==> src/rtl/arb_pkg.sv <==
// Shared types and helpers for the round-robin register arbiter.
package arb_pkg;

    typedef enum logic {
        ST_IDLE = 1'b0,
        ST_OWN  = 1'b1
    } state_e;

    // Ceiling log2, with a floor of 1 bit so that index/counter vectors are never zero-width.
    function automatic int clog2(input int value);
        int r;
        r = 1;
        for (int i = 1; i < 32; i++) begin
            if ((1 << r) < value) r = r + 1;
        end
        return r;
    endfunction

endpackage

==> src/rtl/rr_reg_arbiter_if.sv <==
// Request/data bus between the requesters and the shared-register arbiter.
interface rr_reg_arbiter_if #(
    parameter int N_REQ  = 4,
    parameter int DATA_W = 8
);
    logic [N_REQ-1:0]        req;
    logic [N_REQ*DATA_W-1:0] wdata;
    logic [N_REQ-1:0]        gnt;
    logic [DATA_W-1:0]       q;
    logic [DATA_W-1:0]       q_bar;
    logic                    busy;

    modport master (
        output req, wdata,
        input  gnt, q, q_bar, busy
    );

    modport slave (
        input  req, wdata,
        output gnt, q, q_bar, busy
    );
endinterface

==> src/rtl/rr_pick.sv <==
// Combinational round-robin pick: rotate req so ptr lands at bit 0, then take the lowest set bit.
module rr_pick
    import arb_pkg::*;
#(
    parameter int N_REQ = 4,
    parameter int IDX_W = clog2(N_REQ)
) (
    input  logic [N_REQ-1:0] req_i,
    input  logic [IDX_W-1:0] ptr_i,
    output logic [IDX_W-1:0] winner_o,
    output logic             valid_o
);

    logic [N_REQ-1:0] rot_vec;

    always_comb begin : rotate
        int j;
        rot_vec = '0;
        for (int i = 0; i < N_REQ; i++) begin
            j = int'(ptr_i) + i;
            if (j >= N_REQ) j = j - N_REQ;
            rot_vec[i] = req_i[j];
        end
    end

    // Scan from the highest offset down so the smallest offset from ptr wins.
    always_comb begin : encode
        int w;
        w       = 0;
        valid_o = 1'b0;
        for (int i = N_REQ - 1; i >= 0; i--) begin
            if (rot_vec[i]) begin
                valid_o = 1'b1;
                w       = int'(ptr_i) + i;
                if (w >= N_REQ) w = w - N_REQ;
            end
        end
        winner_o = IDX_W'(w);
    end

endmodule

==> src/rtl/rr_reg_arbiter.sv <==
// Round-robin arbiter that serialises writes from N_REQ requesters into one shared register.
module rr_reg_arbiter
    import arb_pkg::*;
#(
    parameter int N_REQ    = 4,
    parameter int DATA_W   = 8,
    parameter int HOLD_MAX = 4
) (
    input  logic              clk,
    input  logic              rst,
    rr_reg_arbiter_if.slave   bus
);

    localparam int IDX_W = clog2(N_REQ);
    localparam int CNT_W = clog2(HOLD_MAX + 1);
    localparam logic [CNT_W-1:0] HOLD_LAST = CNT_W'(HOLD_MAX);
    localparam logic [IDX_W-1:0] IDX_LAST  = IDX_W'(N_REQ - 1);

    state_e              state_q, state_d;
    logic [N_REQ-1:0]    gnt_q, gnt_d;
    logic [DATA_W-1:0]   data_q, data_d;
    logic [IDX_W-1:0]    ptr_q, ptr_d;
    logic [IDX_W-1:0]    owner_q, owner_d;
    logic [CNT_W-1:0]    cnt_q, cnt_d;
    logic [CNT_W-1:0]    cnt_inc;

    logic [IDX_W-1:0]    pick_winner;
    logic                pick_valid;
    logic [DATA_W-1:0]   wdata_arr [N_REQ];

    genvar gi;
    generate
        for (gi = 0; gi < N_REQ; gi++) begin : g_wdata
            assign wdata_arr[gi] = bus.wdata[gi*DATA_W +: DATA_W];
        end
    endgenerate

    rr_pick #(
        .N_REQ (N_REQ),
        .IDX_W (IDX_W)
    ) u_pick (
        .req_i    (bus.req),
        .ptr_i    (ptr_q),
        .winner_o (pick_winner),
        .valid_o  (pick_valid)
    );

    assign cnt_inc = cnt_q + CNT_W'(1);

    always_comb begin
        state_d = state_q;
        gnt_d   = gnt_q;
        data_d  = data_q;
        ptr_d   = ptr_q;
        owner_d = owner_q;
        cnt_d   = cnt_q;
        case (state_q)
            ST_IDLE: begin
                if (pick_valid) begin
                    gnt_d              = '0;
                    gnt_d[pick_winner] = 1'b1;
                    owner_d            = pick_winner;
                    cnt_d              = '0;
                    state_d            = ST_OWN;
                end
            end
            ST_OWN: begin
                // A dropped request or an exhausted hold budget both end ownership on this edge.
                if (bus.req[owner_q]) begin
                    data_d = wdata_arr[owner_q];
                    cnt_d  = cnt_inc;
                end
                if (!bus.req[owner_q] || (cnt_inc == HOLD_LAST)) begin
                    gnt_d   = '0;
                    state_d = ST_IDLE;
                    ptr_d   = (owner_q == IDX_LAST) ? '0 : owner_q + IDX_W'(1);
                end
            end
            default: state_d = ST_IDLE;
        endcase
    end

    always_ff @(posedge clk) begin
        if (rst) begin
            state_q <= ST_IDLE;
            gnt_q   <= '0;
            data_q  <= '0;
            ptr_q   <= '0;
            owner_q <= '0;
            cnt_q   <= '0;
        end else begin
            state_q <= state_d;
            gnt_q   <= gnt_d;
            data_q  <= data_d;
            ptr_q   <= ptr_d;
            owner_q <= owner_d;
            cnt_q   <= cnt_d;
        end
    end

    assign bus.gnt   = gnt_q;
    assign bus.q     = data_q;
    assign bus.q_bar = ~data_q;
    assign bus.busy  = (state_q == ST_OWN);

endmodule
==> src/flat_wrapper.sv <==
// flat-port wrapper written by rule: the top's interface ports become plain ports
module rr_reg_arbiter_flat import arb_pkg::*;
#(
    parameter int N_REQ    = 4,
    parameter int DATA_W   = 8,
    parameter int HOLD_MAX = 4
)
  (clk, rst, bus_req, bus_wdata, bus_gnt, bus_q, bus_q_bar, bus_busy);
  rr_reg_arbiter_if #(.N_REQ(N_REQ), .DATA_W(DATA_W)) bus_i ();
  input  logic clk;
  input  logic rst;
  input wire logic [$bits(bus_i.req)-1:0] bus_req;
  input wire logic [$bits(bus_i.wdata)-1:0] bus_wdata;
  output wire logic [$bits(bus_i.gnt)-1:0] bus_gnt;
  output wire logic [$bits(bus_i.q)-1:0] bus_q;
  output wire logic [$bits(bus_i.q_bar)-1:0] bus_q_bar;
  output wire logic [$bits(bus_i.busy)-1:0] bus_busy;
  assign bus_i.req = bus_req;
  assign bus_i.wdata = bus_wdata;
  assign bus_gnt = bus_i.gnt;
  assign bus_q = bus_i.q;
  assign bus_q_bar = bus_i.q_bar;
  assign bus_busy = bus_i.busy;
  rr_reg_arbiter #(.N_REQ(N_REQ), .DATA_W(DATA_W), .HOLD_MAX(HOLD_MAX)) u_core (.clk(clk), .rst(rst), .bus(bus_i));
endmodule
==> config.mk <==
export PLATFORM = sky130hd
export DESIGN_NAME = rr_reg_arbiter_flat
export DESIGN_NICKNAME = d
export VERILOG_FILES = /design/src/rtl/arb_pkg.sv /design/src/rtl/rr_reg_arbiter_if.sv /design/src/rtl/rr_pick.sv /design/src/rtl/rr_reg_arbiter.sv /design/src/flat_wrapper.sv
export SDC_FILE = /design/constraint.sdc
export NUM_CORES = 1
export LEC_CHECK = 0
export ABC_AREA = 1
export CAP_MARGIN = 20
export CORE_ASPECT_RATIO = 1.5
export CORE_UTILIZATION = 42
export CTS_BUF_LIST = sky130_fd_sc_hd__clkbuf_4 sky130_fd_sc_hd__clkbuf_8 sky130_fd_sc_hd__clkbuf_16
export DETAILED_ROUTE_END_ITERATION = 8
export PLACE_DENSITY_LB_ADDON = 0.08
export RECOVER_POWER = 50
export SYNTH_ARGS = -nofsm -noshare
export SYNTH_HDL_FRONTEND = slang
export SYNTH_SLANG_ARGS = --single-unit
==> constraint.sdc <==
create_clock -name clk -period 2.05 [get_ports clk]
set_input_delay 0.3075 -clock clk [delete_from_list [all_inputs] [get_ports clk]]
set_output_delay 0.3075 -clock clk [all_outputs]
set_load 0.02 [all_outputs]
==> results of run 1 <==
through the flow:
| stage | setup WS (ns) | cells | power [mW] |
|---|---|---|---|
| global placement | 0.293 | 291 | 2.13 |
| floorplan | 0.587 | 198 | 1.63 |
| global route | 0.255 | 294 | 2.54 |
| finish | 0.414 | 294 | 2.33 |
| detailed placement | 0.264 | 291 | 2.14 |
| CTS | 0.430 | 294 | 2.40 |
worst max-delay path, delay by kind of cell, from the launching register on:
kind | cells | cell delay, ns
buf+inv | 2 | 0.77
flops | 1 | 0.31
layer usage:
layer	up-vias	part of all wire	wire, um
met1	676	0.38	1340
met3	2	0.057	203
met4	0	0.0073	26
met5	-	0	0
li1	765	-	-
met2	44	0.56	1970
cell type report:
| type | count | share of cell area |
|---|---|---|
| Multi-Input combinational cell | 146 | 0.404 |
| Clock buffer | 3 | 0.0206 |
| Tap cell | 39 | 0.0243 |
| Inverter | 24 | 0.0474 |
| Sequential cell | 20 | 0.200 |
| Timing Repair Buffer | 62 | 0.304 |
cells by family (layout without fill, tap and decap cells):
kind of cell               Yosys count  after routing  synth area share
and+or+nand+nor                     89             89             0.339
DFF                                 20             20             0.299
AOI/OAI and AO/OA                   53             53             0.231
adders and majority gates            3              3            0.0280
buffers and inverters               32             89            0.0971
xor gates and xnor gates             1              1           0.00654
cells in the final DEF, fill, tap and decap left out, types with 2 or more instances in the layout:
cell type and n:
o32ai_1 8, nor2_1 25, ha_1 3, nor2_4 2, o21ai_1 12, clkbuf_8 3, a21oi_2 3, dfxtp_1 20
nand3_1 12, o21ai_0 11, dlygate4sd3_1 20, inv_1 18, a21oi_1 18, clkdlybuf4s50_1 38, nand2_1 33, nand2_2 10
inv_2 5, buf_4 4, nand2_4 4
synthesized netlist by cell type (2+ instances only):
cell type  instances  area, um2
nand3_1           12       60.1
o21ai_1           12       60.1
inv_1             18       67.6
inv_2              5       18.8
ha_1               3       37.5
nand2_1           33        124
a21oi_1           18       90.1
buf_2              4       20.0
nor2_4             2       22.5
nand2_4            4       45.0
dfxtp_1           20        400
o32ai_1            8       70.1
clkbuf_1           3       11.3
o21ai_0           11       55.1
a21oi_2            3       26.3
nand2_2           10       62.6
nor2_1            25       93.8
sequential cells by signal, indices dropped and copies added, names as in the netlist:
name	flops
u_core.bus.busy	1
u_core.bus.gnt	4
u_core.bus.q	8
u_core.cnt_q	3
u_core.owner_q	2
u_core.ptr_q	2
path summary, 6_finish.rpt:
check	start	end	slack [ns]	depth (start not counted)
min reg2reg	u_core.bus.q[0]	u_core.bus.q[0]	0.47	2
max reg2reg	u_core.ptr_q[0]	u_core.cnt_q[1]	0.44	12
max	u_core.bus.q[2]	bus_q_bar[2]	0.41	2
min	u_core.bus.q[0]	u_core.bus.q[0]	0.47	2
where the power goes:
part	leakage (nW)	switching [mW]	internal [mW]
Combinational	0.676	0.866	0.585
Sequential	0.164	0.121	0.505
Clock	0.0216	0.119	0.130
==> flow_metrics.env, run 1 <==
export IMPL_cp_max_fo=2
export IMPL_cts_tree="yes"
export IMPL_synth_area_um2=1340
export IMPL_start_util=0.451
export IMPL_required_ns=1.74
export IMPL_grt_max_degree=17
export IMPL_grt_use_met3=0.0536
export IMPL_worst_pin_slew_ns=0.455
export IMPL_cts_setup_buffers=0
export IMPL_insertion_delay_ns=0.25
export IMPL_min_period_ns=1.64
export IMPL_ir_drop_v=0.000712
export IMPL_skew_ns=0.00290
export IMPL_drtIter0Drc=43
export IMPL_syn_inst=198
export IMPL_n_antenna_cell=0
export IMPL_die_w_um=48.1
export IMPL_cts_buffers_inserted=3
export IMPL_seq_area_um2=400
export IMPL_crit_chain="inv_1, dlygate4sd3_1"
export IMPL_grtUsageTotal=0.235
export IMPL_status="completed"
export IMPL_core_area_um2=2970
export IMPL_num_vias=1487
export IMPL_ys_flop_type="dfxtp_1"
export IMPL_area_growth_pct=49.7
export IMPL_fmax_ghz=0.611
export IMPL_fin_crit_sh=0.798
export IMPL_maxCapViolations=0
export IMPL_drive_above_1_share=0.137
export IMPL_final_design_area_no_fill_um2=2010
export IMPL_power_density_nw_per_um2=1160
export IMPL_fin_tns_setup_ns=0
export IMPL_crit_arrival_ns=1.33
export IMPL_final_core_util=0.675
export IMPL_grt_busiest_layer="met2"
export IMPL_avgViaCountPerCell=5.06
export IMPL_clockBufferDepth=2
export IMPL_grt_antenna_before_repair=0
export IMPL_slew_viol_final=0
export IMPL_global_route_usage_met1=0.246
export IMPL_gp_congestion=0.793
export IMPL_clockRootBuffer="clkbuf_8"
export IMPL_synth_edf_count=0
export IMPL_critPathKind="reg2out"
export IMPL_synth_seq_cells=20
export IMPL_cts_hold_buffers=0
export IMPL_drcViolationCount=0
export IMPL_cts_resized=0
export IMPL_overflow=0
export IMPL_slew_headroom=0.696
export IMPL_grt_pass1_vias=1450
export IMPL_avgSynthCellArea_um2=6.77
export IMPL_endpoint_kind="output port"
export IMPL_grt_pass1_wl_um=5960
export IMPL_ant_nets=0
export IMPL_nFillCells=277
export IMPL_hold_ws_ns=0.469
export IMPL_hp_class="reg2reg"
export IMPL_clock_sinks=20
export IMPL_synth_cell_types=24
export IMPL_cpMaxStageDelayCell="dlygate4sd3_1"
export IMPL_clkTransAtPathRegs_ns=0.07
export IMPL_drt_pass1_iter_count=4
export IMPL_yosysSeqAreaShare=0.299
export IMPL_rsz0062_at_grt="no"
export IMPL_hold_viol_final=0
export IMPL_yosys_warnings=0
export IMPL_die_area_um2=3430
export IMPL_hpwl_um=2880
export IMPL_port_buffers=58
export IMPL_die_y_um=71.2
export IMPL_place_area_um2=1960
export IMPL_start_kind="flip-flop"
export IMPL_multi_input_area_um2=810
export IMPL_grt_util_met2=0.435
export IMPL_finalWirelength_um=3550
export IMPL_synthArstFlopShare=0
export IMPL_syn_nets=239
export IMPL_rows=24
export IMPL_slowest_delay_ns=0.70
export IMPL_p_leak_nw=0.862
export IMPL_setup_violations=0
export IMPL_final_net_count=298
export IMPL_wl_per_cell_um=12.1
export IMPL_h_tree_depth=1
export IMPL_io_pins=59
Note: power is estimated with default switching activity, not from simulation.
==> run 2, diff against run 1 <==
- CORE_UTILIZATION: 42 -> 38
- clock period: 2.05 -> 1.45 ns (I/O delays scaled with it)
==> flow_metrics.env, run 2 (synthesized netlist as in run 1, its figures left out) <==
export IMPL_setup_violations=8
export IMPL_grt_max_degree=19
export IMPL_hpwl_um=2910
export IMPL_gp_congestion=0.794
export IMPL_start_kind="flip-flop"
export IMPL_r2r_end="u_core.bus.gnt[2]"
export IMPL_cts_hold_buffers=0
export IMPL_internal_power_mw=2.18
export IMPL_p_sw_mw=1.82
export IMPL_p_comb_frac=0.646
export IMPL_power_density_nw_per_um2=1760
export IMPL_rsz0062_at_grt="yes"
export IMPL_wl_per_cell_um=12.1
export IMPL_worst_pin_slew_ns=0.360
export IMPL_grt_pass1_vias=1569
export IMPL_critPathMostFrequentCell="nand2_2"
export IMPL_r2r_cells=11
export IMPL_core_area_um2=3380
export IMPL_cts_tree="yes"
export IMPL_clockRootBuffer="clkbuf_8"
export IMPL_mostFrequentLayoutCells="clkdlybuf4s50_1, nor2_1, buf_4, nand2_1, inv_1"
export IMPL_hold_viol_final=0
export IMPL_r2r_setup_slack_ns=-0.07
export IMPL_cts_buffers_inserted=3
export IMPL_die_area_um2=3770
export IMPL_path_buf_inv=2
export IMPL_grt_antenna_before_repair=0
export IMPL_clockBufferDepth=2
export IMPL_r2r_start="u_core.ptr_q[0]"
export IMPL_cpMaxStageDelayCell="dfxtp_4"
export IMPL_insertion_delay_ns=0.26
export IMPL_ir_drop_v=0.000929
export IMPL_start_util=0.396
export IMPL_finalWirelength_um=3900
export IMPL_cp_max_fo=4
export IMPL_nFillCells=313
export IMPL_pwr_share_seq=0.216
export IMPL_area_growth_pct=69.4
export IMPL_required_ns=1.64
export IMPL_slew_viol_final=0
export IMPL_endpoint="u_core.bus.gnt[2]"
export IMPL_clock_sinks=20
export IMPL_io_pins=59
export IMPL_p_leak_nw=0.987
export IMPL_num_vias=1576
export IMPL_place_area_um2=2090
export IMPL_skew_ns=0.00487
export IMPL_critPathKind="reg2reg"
export IMPL_drtIter0Drc=21
export IMPL_drcViolationCount=1
export IMPL_slew_headroom=0.759
export IMPL_final_design_area_no_fill_um2=2270
export IMPL_hold_ws_ns=0.472
export IMPL_crit_arrival_ns=1.72
export IMPL_avgViaCountPerCell=4.91
export IMPL_crit_start="u_core.ptr_q[0]"
export IMPL_min_period_ns=1.52
export IMPL_violations="design-rule violations, negative setup slack"
export IMPL_crit_chain="buf_6, nand2_2, nand2_4, nand2_2, nand2_4, buf_4, o21ai_2, nand2_1, nand2_2, nand3_1, a21oi_1"
export IMPL_rows=26
export IMPL_largest_reg_flops=8
export IMPL_p_clk_frac=0.138
export IMPL_grt_pass1_wl_um=6110
export IMPL_status="complete, but fails checks"
export IMPL_die_w_um=50.5
export IMPL_endpoint_kind="flip-flop"
export IMPL_maxCapViolations=0
export IMPL_dpl_worst_slack_ns=-0.288
export IMPL_clkTransAtPathRegs_ns=0.08
export IMPL_die_y_um=74.7
export IMPL_drt_pass1_iter_count=6
export IMPL_ant_nets=0
export IMPL_h_tree_depth=1
export IMPL_hp_class="reg2reg"
export IMPL_fin_crit_sh=1.05
export IMPL_drive_above_1_share=0.294
export IMPL_path_delay_family="simple AND/OR/NAND/NOR gates"
export IMPL_port_buffers=58
export IMPL_overflow=0
export IMPL_layout_commonest_cell="clkdlybuf4s50_1"
export IMPL_swShare=0.455
export IMPL_slowest_delay_ns=0.37
export IMPL_critical_path_depth=11
export IMPL_grtUsageTotal=0.213
export IMPL_final_net_count=321
export IMPL_fin_ws_ns=-0.0745
export IMPL_fmax_ghz=0.656
export IMPL_n_antenna_cell=0
run 2: metal layers:
metal / track usage / share of wire / wire length (um)
met1: 0.197 / 0.38 / 1480
met2: 0.449 / 0.57 / 2220
met3: 0.0283 / 0.035 / 138
met4: 0.0895 / 0.015 / 60
met5: 0 / 0 / 0
run 2: worst min-delay path by stage:
stage | from | to | cells after the start
after floorplan | u_core.cnt_q[2] | u_core.cnt_q[2] | 2
after global placement | u_core.bus.q[2] | u_core.bus.q[2] | 2
after detailed placement | u_core.bus.q[3] | u_core.bus.q[3] | 2
after CTS | u_core.bus.q[0] | u_core.bus.q[0] | 2
after global routing | u_core.bus.q[0] | u_core.bus.q[0] | 2
final | u_core.bus.q[0] | u_core.bus.q[0] | 2
run 2: per-stage QoR:
stage / cells / util / setup TNS (ns) / power (mW)
floorplan: 198 / - / 0 / 2.33
global placement: 310 / 0.617 / -4.62 / 3.28
detailed placement: 310 / 0.617 / -4.56 / 3.29
CTS: 319 / 0.655 / -0.0128 / 3.92
global route: 321 / 0.671 / -1.74 / 4.32
finish: 321 / 0.671 / -0.245 / 4.00
run 2: area by class of cell:
class	count	area (um2)	share of cell area
clock buffers	3	41.3	0.0182
clock inverters	1	30.0	0.0132
inverters	24	105	0.0463
multi-input cells	146	911	0.401
flip-flops and latches	20	409	0.180
well taps	42	52.6	0.0232
repair buffers	85	721	0.318
run 2: worst register-to-register path, stage by stage (launching register included):
cell	delay [ns]
dfxtp_4	0.37
buf_6	0.13
nand2_2	0.07
nand2_4	0.06
nand2_2	0.08
nand2_4	0.06
buf_4	0.13
o21ai_2	0.10
nand2_1	0.07
nand2_2	0.13
nand3_1	0.12
a21oi_1	0.15
run 2: power groups by stage:
stage	combinational (mW)	clock, mW	sequential [mW]
floorplan	1.36	0	0.966
global placement	2.44	0	0.848
detailed placement	2.44	0	0.849
CTS	2.50	0.572	0.853
global route	2.85	0.585	0.881
finish	2.58	0.554	0.864
run 2: repair_timing:
| action | 4_1_cts | 5_1_grt |
|---|---|---|
| setup endpoints to repair | 22 | 29 |
| gates resized for setup | 23 | 37 |
| gates cloned | 0 | 0 |
| buffers inserted | 5 | 2 |
| pin swaps | 11 | 5 |
==> run 3, diff against run 2 <==
- CORE_UTILIZATION: 38 -> 45
- clock period: 1.45 -> 1.8 ns (I/O delays scaled with it)
==> flow_metrics.env, run 3 (synthesized netlist as in run 1, its figures left out) <==
export IMPL_status="completed"
export IMPL_clkTransAtPathRegs_ns=0.08
export IMPL_critPathKind="reg2out"
export IMPL_clock_sinks=20
export IMPL_slowest_delay_ns=0.67
export IMPL_hp_class="reg2reg"
export IMPL_fmax_ghz=0.627
export IMPL_maxCapViolations=0
export IMPL_r2r_cells=7
export IMPL_crit_start="u_core.bus.q[6]"
export IMPL_area_growth_pct=52.1
export IMPL_fin_crit_sh=0.886
export IMPL_grt_antenna_before_repair=0
export IMPL_crit_arrival_ns=1.33
export IMPL_drt_pass1_iter_count=4
export IMPL_hpwl_um=2850
export IMPL_avgViaCountPerCell=5.04
export IMPL_dp_cells=290
export IMPL_power_mw=2.84
export IMPL_die_area_um2=3200
export IMPL_wl_per_cell_um=11.8
export IMPL_ir_drop_v=0.000794
export IMPL_cts_resized=0
export IMPL_num_vias=1481
export IMPL_p_clk_frac=0.159
export IMPL_core_area_um2=2760
export IMPL_rsz0062_at_grt="no"
export IMPL_endpoint="bus_q_bar[6]"
export IMPL_p_leak_nw=0.885
export IMPL_final_net_count=299
export IMPL_clockBufferDepth=2
export IMPL_critical_path_depth=2
export IMPL_hold_viol_final=0
export IMPL_final_cells=294
export IMPL_crit_chain="inv_1, dlygate4sd3_1"
export IMPL_ant_nets=0
export IMPL_clockRootBuffer="clkbuf_8"
export IMPL_grt_pass1_wl_um=5530
export IMPL_drive_above_1_share=0.140
export IMPL_skew_ns=0.00905
export IMPL_gp_congestion=0.772
export IMPL_path_buf_inv=2
export IMPL_io_pins=59
export IMPL_insertion_delay_ns=0.26
export IMPL_internal_power_mw=1.55
export IMPL_cts_setup_buffers=0
export IMPL_drtIter0Drc=38
export IMPL_swShare=0.454
export IMPL_final_core_util=0.738
export IMPL_grt_max_degree=19
export IMPL_h_tree_depth=1
export IMPL_cts_hold_buffers=0
export IMPL_grt_pass1_vias=1360
export IMPL_port_buffers=58
export IMPL_drcViolationCount=0
export IMPL_pwr_share_seq=0.235
export IMPL_min_period_ns=1.60
export IMPL_final_design_area_no_fill_um2=2040
export IMPL_p_sw_mw=1.29
export IMPL_rows=23
export IMPL_place_area_um2=1970
export IMPL_hold_ws_ns=0.462
export IMPL_largest_reg_flops=8
export IMPL_cts_tree="yes"
export IMPL_cts_buffers_inserted=3
export IMPL_endpoint_kind="output port"
export IMPL_r2r_end="u_core.ptr_q[0]"
export IMPL_grtUsageTotal=0.237
export IMPL_setup_violations=0
export IMPL_mostFrequentLayoutCells="clkdlybuf4s50_1, nand2_1, nor2_1, dfxtp_1"
export IMPL_die_y_um=68.8
export IMPL_finalWirelength_um=3470
export IMPL_path_delay_family="buffers and inverters"
export IMPL_r2r_start="u_core.cnt_q[0]"
export IMPL_r2r_setup_slack_ns=0.28
export IMPL_cpMaxStageDelayCell="dlygate4sd3_1"
export IMPL_slew_headroom=0.735
export IMPL_start_kind="flip-flop"
export IMPL_overflow=0
export IMPL_power_density_nw_per_um2=1390
export IMPL_p_comb_frac=0.606
export IMPL_n_antenna_cell=0
export IMPL_worst_pin_slew_ns=0.396
export IMPL_required_ns=1.53
export IMPL_slew_viol_final=0
export IMPL_start_util=0.485
export IMPL_die_w_um=46.6
export IMPL_layout_commonest_cell="clkdlybuf4s50_1"
export IMPL_cp_max_fo=2
==> run 3: changes by cell type in the layout (fill, tap and decap cells not counted), sizes merged <==
cell,previous run,this run
clkbuf,13,3
dlygate4sd2,10,0
buf,27,5
clkdlybuf4s50,36,40
dlymetal6s2s,2,0
dlygate4sd3,0,18
==> run 3: power groups by stage <==
| stage | combinational, mW | clock (mW) | sequential (mW) |
|---|---|---|---|
| finish | 1.72 | 0.453 | 0.667 |
| global route | 1.91 | 0.475 | 0.689 |
| CTS | 1.79 | 0.455 | 0.674 |
| detailed placement | 1.79 | 0 | 0.682 |
| global placement | 1.77 | 0 | 0.680 |
| floorplan | 1.08 | 0 | 0.776 |
==> run 3: cell type report <==
type	count	area (um2)
clock buffers	3	41.3
repair buffers	63	618
flip-flops and latches	20	400
clock inverters	1	30.0
well taps	37	46.3
fillers	245	724
multi-input cells	146	807
inverters	24	95.1
==> run 3: how the worst min path moves through the flow <==
stage / slack [ns] / cells after the start / startpoint / to
after CTS: 0.48 / 2 / u_core.bus.q[3] / u_core.bus.q[3]
after global routing: 0.49 / 2 / u_core.bus.q[5] / u_core.bus.q[5]
after global placement: 0.46 / 2 / u_core.bus.q[2] / u_core.bus.q[2]
after floorplan: 0.46 / 2 / u_core.cnt_q[2] / u_core.cnt_q[2]
final: 0.46 / 2 / u_core.bus.q[3] / u_core.bus.q[3]
after detailed placement: 0.47 / 2 / u_core.bus.q[3] / u_core.bus.q[3]
==> run 3: worst min-delay path, stage by stage (launching register included) <==
cell	delay, ns
dfxtp_1	0.31
inv_1	0.05
a21oi_1	0.05
==> run 3: routing by layer <==
| metal | vias to the layer above | global-route usage | part of all wire |
|---|---|---|---|
| met1 | 656 | 0.251 | 0.41 |
| met5 | - | 0 | 0 |
| met3 | 4 | 0.0234 | 0.033 |
| met2 | 49 | 0.460 | 0.55 |
| li1 | 772 | - | - |
| met4 | 0 | 0.0772 | 0.012 |
==> run 3: stage by stage <==
step | setup WS, ns | TNS, ns
floorplan | 0.337 | 0
global placement | 0.000372 | 0
detailed placement | -0.0350 | -0.183
CTS | 0.236 | 0
global route | 0.0799 | 0
finish | 0.205 | 0
